## src/rtl/viterbi_stream_decoder.sv

```systemverilog
// Streaming hard-decision Viterbi decoder. Trellis tables arrive on ports, all path metrics
// update in parallel per symbol, and decoded words come from a fixed-depth survivor ring.
module viterbi_stream_decoder #(
    parameter int unsigned K    = 1,
    parameter int unsigned M    = 3,
    parameter int unsigned N    = 2,
    parameter int unsigned TB   = 16,
    parameter int unsigned MW   = 8,
    parameter int unsigned TERM = 1,
    localparam int unsigned SW  = M - K,
    localparam int unsigned S   = 2 ** SW,
    localparam int unsigned B   = 2 ** K
) (
    input  logic                clk,
    input  logic                reset,
    input  logic [S*B*SW-1:0]   next_states,
    input  logic [S*B*N-1:0]    out_symbols,
    input  logic                in_valid,
    output logic                in_ready,
    input  logic [N-1:0]        in_sym,
    input  logic                in_last,
    output logic                out_valid,
    input  logic                out_ready,
    output logic [K-1:0]        out_data,
    output logic                out_last,
    output logic [MW-1:0]       out_metric
);

    localparam int unsigned PW  = (TB > 1) ? $clog2(TB) : 1;
    localparam int unsigned FW  = $clog2(TB + 1);
    localparam int unsigned DW  = $clog2(N + 1);
    localparam int unsigned MW1 = MW + 1;
    localparam logic [MW-1:0] PMAX = '1;
    localparam logic [MW-1:0] HALF = {1'b1, {(MW-1){1'b0}}};

    typedef enum logic [2:0] {S_IN, S_TRACE, S_OUT, S_FTRACE, S_FOUT} state_t;

    state_t          state;
    logic [MW-1:0]   pm       [S];
    logic [MW-1:0]   pm_acs   [S];
    logic [MW-1:0]   pm_new   [S];
    logic [SW-1:0]   surv_pred[S];
    logic [K-1:0]    surv_j   [S];
    logic            acs_has  [S];
    logic [SW+K-1:0] ring     [TB][S];
    logic [K-1:0]    fbuf     [TB];

    logic [SW-1:0]   acs_ns;
    logic [MW:0]     acs_sum;
    logic [MW-1:0]   acs_cand;
    logic [MW-1:0]   pm_min;
    logic [MW-1:0]   best_val;
    logic [SW-1:0]   best;
    logic [SW-1:0]   start;

    logic [PW-1:0]   wr_ptr, wr_ptr_inc, tb_ptr, tb_ptr_dec, tb_cnt, out_idx, out_idx_inc, age, fill_top;
    logic [FW-1:0]   fill, fill_inc;
    logic [SW-1:0]   tb_state, tr_pred;
    logic [K-1:0]    cur_j, prev_j;
    logic            accept;

    function automatic logic [DW-1:0] popc(input logic [N-1:0] v);
        logic [DW-1:0] c;
        c = '0;
        for (int i = 0; i < N; i++) c = c + DW'(v[i]);
        return c;
    endfunction

    // Add-compare-select: first strictly-better candidate wins, giving lowest s then lowest j on ties
    always_comb begin
        acs_ns   = '0;
        acs_sum  = '0;
        acs_cand = '0;
        for (int d = 0; d < S; d++) begin
            pm_acs[d]    = PMAX;
            surv_pred[d] = '0;
            surv_j[d]    = '0;
            acs_has[d]   = 1'b0;
        end
        for (int s = 0; s < S; s++) begin
            for (int j = 0; j < B; j++) begin
                acs_ns   = next_states[(s*B+j)*SW +: SW];
                acs_sum  = {1'b0, pm[s]} + MW1'(popc(in_sym ^ out_symbols[(s*B+j)*N +: N]));
                acs_cand = (acs_sum > {1'b0, PMAX}) ? PMAX : acs_sum[MW-1:0];
                if (pm[s] != PMAX && (!acs_has[acs_ns] || acs_cand < pm_acs[acs_ns])) begin
                    acs_has[acs_ns]   = 1'b1;
                    pm_acs[acs_ns]    = acs_cand;
                    surv_pred[acs_ns] = SW'(s);
                    surv_j[acs_ns]    = K'(j);
                end
            end
        end
    end

    // Normalisation keeps reachable metrics in the lower half; unreachable states stay pinned at PMAX
    always_comb begin
        pm_min = PMAX;
        for (int d = 0; d < S; d++)
            if (pm_acs[d] < pm_min) pm_min = pm_acs[d];
        for (int d = 0; d < S; d++)
            pm_new[d] = (pm_min >= HALF && pm_acs[d] != PMAX) ? pm_acs[d] - HALF : pm_acs[d];
        best     = '0;
        best_val = pm_new[0];
        for (int d = 1; d < S; d++) begin
            if (pm_new[d] < best_val) begin
                best     = SW'(d);
                best_val = pm_new[d];
            end
        end
    end

    assign start       = (TERM != 0) ? '0 : best;
    assign accept      = in_valid && in_ready;
    assign wr_ptr_inc  = (wr_ptr == PW'(TB - 1)) ? '0 : wr_ptr + PW'(1);
    assign tb_ptr_dec  = (tb_ptr == '0) ? PW'(TB - 1) : tb_ptr - PW'(1);
    assign fill_inc    = fill + FW'(1);
    assign fill_top    = PW'(fill - FW'(1));
    assign age         = fill_top - tb_cnt;
    assign out_idx_inc = out_idx + PW'(1);
    assign tr_pred     = ring[tb_ptr][tb_state][SW+K-1:K];
    assign cur_j       = ring[tb_ptr][tb_state][K-1:0];
    assign prev_j      = ring[tb_ptr_dec][tr_pred][K-1:0];

    // Survivor ring and flush buffer carry no reset; fill and pointers define what is valid
    always_ff @(posedge clk) begin
        if (!reset && state == S_IN && accept)
            for (int d = 0; d < S; d++) ring[wr_ptr][d] <= {surv_pred[d], surv_j[d]};
        if (!reset && state == S_FTRACE)
            fbuf[age] <= cur_j;
    end

    always_ff @(posedge clk) begin
        if (reset) begin
            state      <= S_IN;
            in_ready   <= 1'b0;
            out_valid  <= 1'b0;
            out_last   <= 1'b0;
            out_data   <= '0;
            out_metric <= '0;
            wr_ptr     <= '0;
            fill       <= '0;
            tb_ptr     <= '0;
            tb_cnt     <= '0;
            tb_state   <= '0;
            out_idx    <= '0;
            for (int i = 0; i < S; i++) pm[i] <= (i == 0) ? MW'(0) : PMAX;
        end else begin
            case (state)
                S_IN: begin
                    in_ready <= 1'b1;
                    if (accept) begin
                        for (int i = 0; i < S; i++) pm[i] <= pm_new[i];
                        wr_ptr <= wr_ptr_inc;
                        fill   <= fill_inc;
                        tb_ptr <= wr_ptr;
                        tb_cnt <= '0;
                        if (in_last) begin
                            state      <= S_FTRACE;
                            in_ready   <= 1'b0;
                            tb_state   <= start;
                            out_metric <= pm_new[start];
                        end else if (fill_inc == FW'(TB)) begin
                            state    <= S_TRACE;
                            in_ready <= 1'b0;
                            tb_state <= best;
                        end
                    end
                end
                // Last walk step also reads the oldest entry's input word
                S_TRACE: begin
                    if (tb_cnt == PW'(TB - 2)) begin
                        out_data  <= prev_j;
                        out_valid <= 1'b1;
                        out_last  <= 1'b0;
                        state     <= S_OUT;
                    end else begin
                        tb_state <= tr_pred;
                        tb_ptr   <= tb_ptr_dec;
                        tb_cnt   <= tb_cnt + PW'(1);
                    end
                end
                S_OUT: begin
                    if (out_ready) begin
                        out_valid <= 1'b0;
                        fill      <= fill - FW'(1);
                        in_ready  <= 1'b1;
                        state     <= S_IN;
                    end
                end
                S_FTRACE: begin
                    if (tb_cnt == fill_top) begin
                        out_data  <= cur_j;
                        out_valid <= 1'b1;
                        out_last  <= (fill == FW'(1));
                        out_idx   <= '0;
                        state     <= S_FOUT;
                    end else begin
                        tb_state <= tr_pred;
                        tb_ptr   <= tb_ptr_dec;
                        tb_cnt   <= tb_cnt + PW'(1);
                    end
                end
                // Flush drains oldest-first, then the decoder re-arms as if freshly reset
                S_FOUT: begin
                    if (out_ready) begin
                        if (out_idx == fill_top) begin
                            out_valid <= 1'b0;
                            out_last  <= 1'b0;
                            wr_ptr    <= '0;
                            fill      <= '0;
                            in_ready  <= 1'b1;
                            state     <= S_IN;
                            for (int i = 0; i < S; i++) pm[i] <= (i == 0) ? MW'(0) : PMAX;
                        end else begin
                            out_idx  <= out_idx_inc;
                            out_data <= fbuf[out_idx_inc];
                            out_last <= (out_idx_inc == fill_top);
                        end
                    end
                end
                default: state <= S_IN;
            endcase
        end
    end

endmodule

```

## config.mk

```make
export PLATFORM = sky130hd
export DESIGN_NAME = viterbi_stream_decoder
export DESIGN_NICKNAME = d
export VERILOG_FILES = /design/src/rtl/viterbi_stream_decoder.sv
export SDC_FILE = /design/constraint.sdc
export NUM_CORES = 1
export LEC_CHECK = 0
export ABC_AREA = 0
export CORE_UTILIZATION = 50
export CTS_CLUSTER_DIAMETER = 200
export CTS_CLUSTER_SIZE = 25
export DETAILED_ROUTE_END_ITERATION = 12
export PLACE_DENSITY = 0.66
export SLEW_MARGIN = 20
export SYNTH_ARGS = -nofsm -noshare
export SYNTH_HDL_FRONTEND = slang
export SYNTH_SLANG_ARGS = --single-unit
```

## constraint.sdc

```tcl
create_clock -name clk -period 47.8 [get_ports clk]
set_input_delay 9.56 -clock clk [delete_from_list [all_inputs] [get_ports clk]]
set_output_delay 9.56 -clock clk [all_outputs]
set_load 0.005 [all_outputs]
```

---- Word level (Yosys, flattened, before mapping) ----
Memory sizes are Yosys's and may differ from the RTL's. A register that Yosys moved wholly into a read port is not among the register bits.
Index checks and enable logic that the tools add are counted.
cells by class
  $add $sub $neg .......................... 27
  bitwise operators ....................... 54
  mux-type cells .......................... 240
  equal/unequal tests ..................... 29
  reductions and logical operators ........ 60
  magnitude comparators ................... 42
operators with widths
  kind                 number
  $mux 8               55
  $mux 32              8
  $bwmux 32            7
  $bmux 8 s2           8
  $demux 8 s2          8
  $mux 4               30
  $lt 8x8->1           14
  $add 8x2->9          8
  $gt 9x8->1 const B   8
  $ne 8x8->1 const B   8
  $mux 1               61
  $or 4x4->4           12
  $not 32->32          1
  $or 32x32->32        1
  $sub 8x8->8 const B  4
  $ge 3x3->1 const B   10
  $mux 3               10
  $not 2->3            10
  $mux 2               13
  $and 4x4->4          6
  $demux 2 s2          6
  $logic_and 1x1->1    24
  $lt 3x1->1 const B   8
  $not 4->4            6
  other kinds (45)     126
storage, ports and cells
  flip-flop bits (word level) ............. 38
  bits in writable memories ............... 240
  memories kept ........................... 3
  logic and storage cells ................. 467
memory list
  memory  words  width  read ports  clocked after memory_dff  write ports  RTL line  RTL
  ring    16     12     2           1                         1            45        logic [SW+K-1:0] ring [TB][S];
  pm      4      8      4           0                         4            39        logic [MW-1:0] pm [S];
  fbuf    16     1      1           0                         1            46        logic [K-1:0] fbuf [TB];

---- Longest topological paths before layout ----
  depth in word-level cells ............... 79
  depth in mapped cells ................... 144
  depth with buffers taken out ............ 130

---- Least setup slack after synthesis ----
No wires, ideal clock.
  kind .................................... input to register
  start ................................... input in_sym[0]
  end ..................................... register tb_state[1]
  required time ........................... 47686 ps
  path buffers ............................ 16
  stages on the path ...................... 127
  data arrival time ....................... 37822 ps
  slack ................................... 9863 ps
  setup time .............................. 114 ps
  path through ............................ clkbuf_1 xor2_1 fa_1 ha_1 and3_1 and2_1 clkbuf_1 nor3_1 ha_1 a21oi_1 o211ai_1 a2111oi_1 a21oi_1 buf_2 clkbuf_1 nand3_1 o21ai_0 mux4_2 [... 91 more ...] o21ai_1 clkbuf_1 mux2_2 ha_1 o2111ai_1 o21ai_0 nor2_1 clkbuf_1 nand2b_1 nand2_1 ha_1 a211o_1 a21oi_1 nor3_1 o41ai_1 and3b_1 nor3_1 a2111oi_0
RTL lines
  item                  RTL line  RTL
  start, declared       20        input logic [N-1:0] in_sym,
  end signal, assigned  160       tb_state <= start;
  end signal, assigned  165       tb_state <= best;
  end signal, assigned  177       tb_state <= tr_pred;
  end, declared         58        logic [SW-1:0] tb_state, tr_pred;

==> impl_metrics.yaml <==
layout:
  fin_nets: 2316
  antenna_cells: 0
  syn_to_final_growth_pct: 6.29
  drive_gt1_share_pct: 12.6
timing:
  slew_viol_final: 0
  clock_skew_ns: 0.0276
  finalSetupViolations: 0
  hold_viol: 0
  maxSlewHeadroom_pct: 25.8
  period_share_pct: 89.8
  rsz0062_at_grt: "false"
  period_minus_slack_ns: 42.94
  timing.fmax_ghz: 0.0233
  worstMarginPinSlew_ns: 1.10
  final.setup.tns_ns: 0
global_route:
  grt_antenna_before_repair: 1
  grt_max_degree: 49
  grt_pass1_wl_um: 104000
  grt_use_total_pct: 30.4
  grt_overflow_total: 0
  grt_pass1_vias: 17100
logic_synthesis:
  synthCells: 2184
  synthesis.nets: 2345
  synth-seq-area-share_pct: 35.7
  yosysUniqueCellTypes: 108
  ys_ff_latch: 282
  syn_avg_cell_area_sq_um: 10.1
  synth_area_leaders: "edfxtp_1 30%, mux4_2 13%, ha_1 6.4%"
  yosysWarnings: 0
  synth-async-reset-ratio_pct: 0
  ys.flop_type: "edfxtp_1"
  synth-edff-count: 224
  synth.cell_area_sq_um: 22100
  synth_top_cell_by_area: "edfxtp_1"
  synth_top_area_share_pct: 30.5
route:
  wl_per_cell_um: 24.9
  final_antenna_net_count: 0
  vias: 18500
  dr.first_iter.drc_count: 2307
  drt_pass1_iterations: 7
  route.detailed.drc: 0
  avgViaCountPerCell: 6.72
  wirelength_um: 68500
setup_path:
  rrSetupSlack_ns: 14.62
  max_stage_delay_ns: 0.88
  crit_type: "in2reg"
  crit_path_end_kind: "flop"
  timing.rr.start: "pm[0][0]"
  timing.rr.end: "tb_state[1]"
  rr_worst_depth: 114
  crit_top_cell: "ha_1"
  worstPathRequired_ns: 48.18
  critPathTopFamily: "compound AO/OA/AOI/OAI gates"
  crit_end: "tb_state[1]"
  worstSetupStartpoint: "in_sym[0]"
  worst-path-buf-inv: 3
  start_kind: "input port"
  critPathArrivalTime_ns: 43.32
  critPathSlowestCell: "nor2_1"
  worstPathMaxFanout: 18
  crit_cells: 116
clock_tree:
  clk_latency_ns: 0.50
  post_cts_buffers: 0
  tritoncts: "built"
  cts-root-buf: "clkbuf_16"
  clk_pin_slew_ns: 0.11
  cts_resized: 0
  htreeDepth: 1
  cts_made_buffers: 15
  clockBufferDepth: 3
  holdBufCountCts: 0
  clock-sinks: 282
outcome:
  status: "complete, no violations"
floorplan:
  io_pins: 51
  fp.dieH_um: 212
  core_sq_um: 43300
  std_cell_rows: 76
  die_w_um: 212
  die_area_sq_um: 45000
  initial_core_util_pct: 51.0
placement:
  hpwl_um: 51300
  io_buffers: 50
  gp_congestion: 0.974
min_path:
  hold_path_class: "reg2reg"
run:
  drv_cap: 0
==> registers in the layout, indices dropped and copies added (netlist names), named ones only <==
| name | count |
|---|---|
| fbuf | 16 |
| out_last | 1 |
| out_valid | 1 |
| tb_state | 2 |
| tb_cnt | 4 |
| out_metric | 8 |
| in_ready | 1 |
| out_data | 1 |
| fill | 5 |
| out_idx | 4 |
| state | 3 |
| tb_ptr | 4 |
| wr_ptr | 4 |
| pm | 32 |
| ring | 192 |
==> metal layers <==
metal / routed length [um] / GRT usage [%]
met3: 6110 / 4.45
met1: 30100 / 45.3
met4: 2320 / 8.50
met2: 30000 / 45.7
met5: 13 / 0
==> worst min-delay path by stage <==
stage                               end  depth (start not counted)  slack (ns)          start
after floorplan           out_metric[1]                          2        0.45  out_metric[1]
after global placement    out_metric[1]                          2        0.45  out_metric[1]
after detailed placement  out_metric[3]                          2        0.46  out_metric[3]
after CTS                 out_metric[3]                          2        0.47  out_metric[3]
after global routing      out_metric[2]                          2        0.49  out_metric[2]
final                     out_metric[2]                          2        0.47  out_metric[2]
==> through the flow <==
stage               hold WS [ns]  std cells  setup WS, ns  utilization, %  cell area, sq um
finish                     0.471       2749          4.86            54.2             23500
floorplan                  0.453       2184          9.86               -             22100
global placement           0.450       2723          5.95            53.1             23000
global route               0.491       2749          2.93            54.2             23500
detailed placement         0.457       2723          4.88            53.1             23000
CTS                        0.472       2749          5.17            54.1             23400
==> cell usage in the layout (no fill, tap or decap), drive strengths merged, types with 11 or more instances in the layout <==
cell type	count
a21oi	168
a31oi	22
nand3b	13
and2	27
xnor2	21
nor2b	24
or2	11
o21ai	159
xor2	40
nor3	42
nor4	13
buf	19
mux2i	68
o211ai	12
a21o	29
and3	30
dfxtp	58
mux2	47
o31ai	15
nand3	95
edfxtp	224
nand2b	52
clkbuf	24
nand4	26
inv	74
nand2	189
clkdlybuf4s50	50
nor2	192
o21a	17
mux4	130
ha	113
a211oi	23
==> cells in the mapped netlist (5+ instances only) <==
cell         n
o31ai_1     15
nand2b_1    52
or3_1        7
dfxtp_1     58
fa_1         9
nand4_1     25
nor3_1      41
inv_1       69
and2_1      24
o21ai_0    145
and3_1      30
mux2i_1     67
xnor2_1     21
nand3_1     94
edfxtp_1   224
nand2_1    189
mux2_2      42
or2_2       10
a2111oi_0    6
a21oi_1    164
o22a_1       9
clkbuf_1    91
o21ai_1     11
o21a_1      16
a211oi_1    19
o21bai_1     5
a31oi_1     20
nor2b_1     24
nor2_1     191
a21o_1      29
mux4_2     130
nor4_1      11
nand3b_1    13
xor2_1      40
buf_2       12
and4_1       8
ha_1       113
a311oi_1     9
buf_1        9
o211ai_1     8
==> area by class of cell <==
class	count	area, sq um
fillers	3836	19800
multi-input cells	1711	13500
flip-flops and latches	282	7890
well taps	585	732
repair buffers	69	643
clock buffers	24	409
inverters	76	285
clock inverters	2	28.8
==> worst reg2reg max path, delay by kind of cell, from the launching register on <==
family | cells | cell delay, ns
AOI/OAI and AO/OA | 56 | 15.41
DFF | 1 | 0.42
muxes | 12 | 5.33
adders and majority gates | 15 | 4.42
and+or+nand+nor | 29 | 7.14
buffers and inverters | 2 | 0.38
==> kinds of logic after synthesis <==
group                      share of synthesized area, %
AOI/OAI and AO/OA                                  15.9
xor gates and xnor gates                           2.42
adders and majority gates                          7.27
buffers and inverters                              3.39
DFF                                                35.7
muxes                                              18.8
and+or+nand+nor                                    16.5
Power is left out: the tool's default activity adds up to more than one toggle a clock period on the data nets, which glitch-free logic cannot reach.
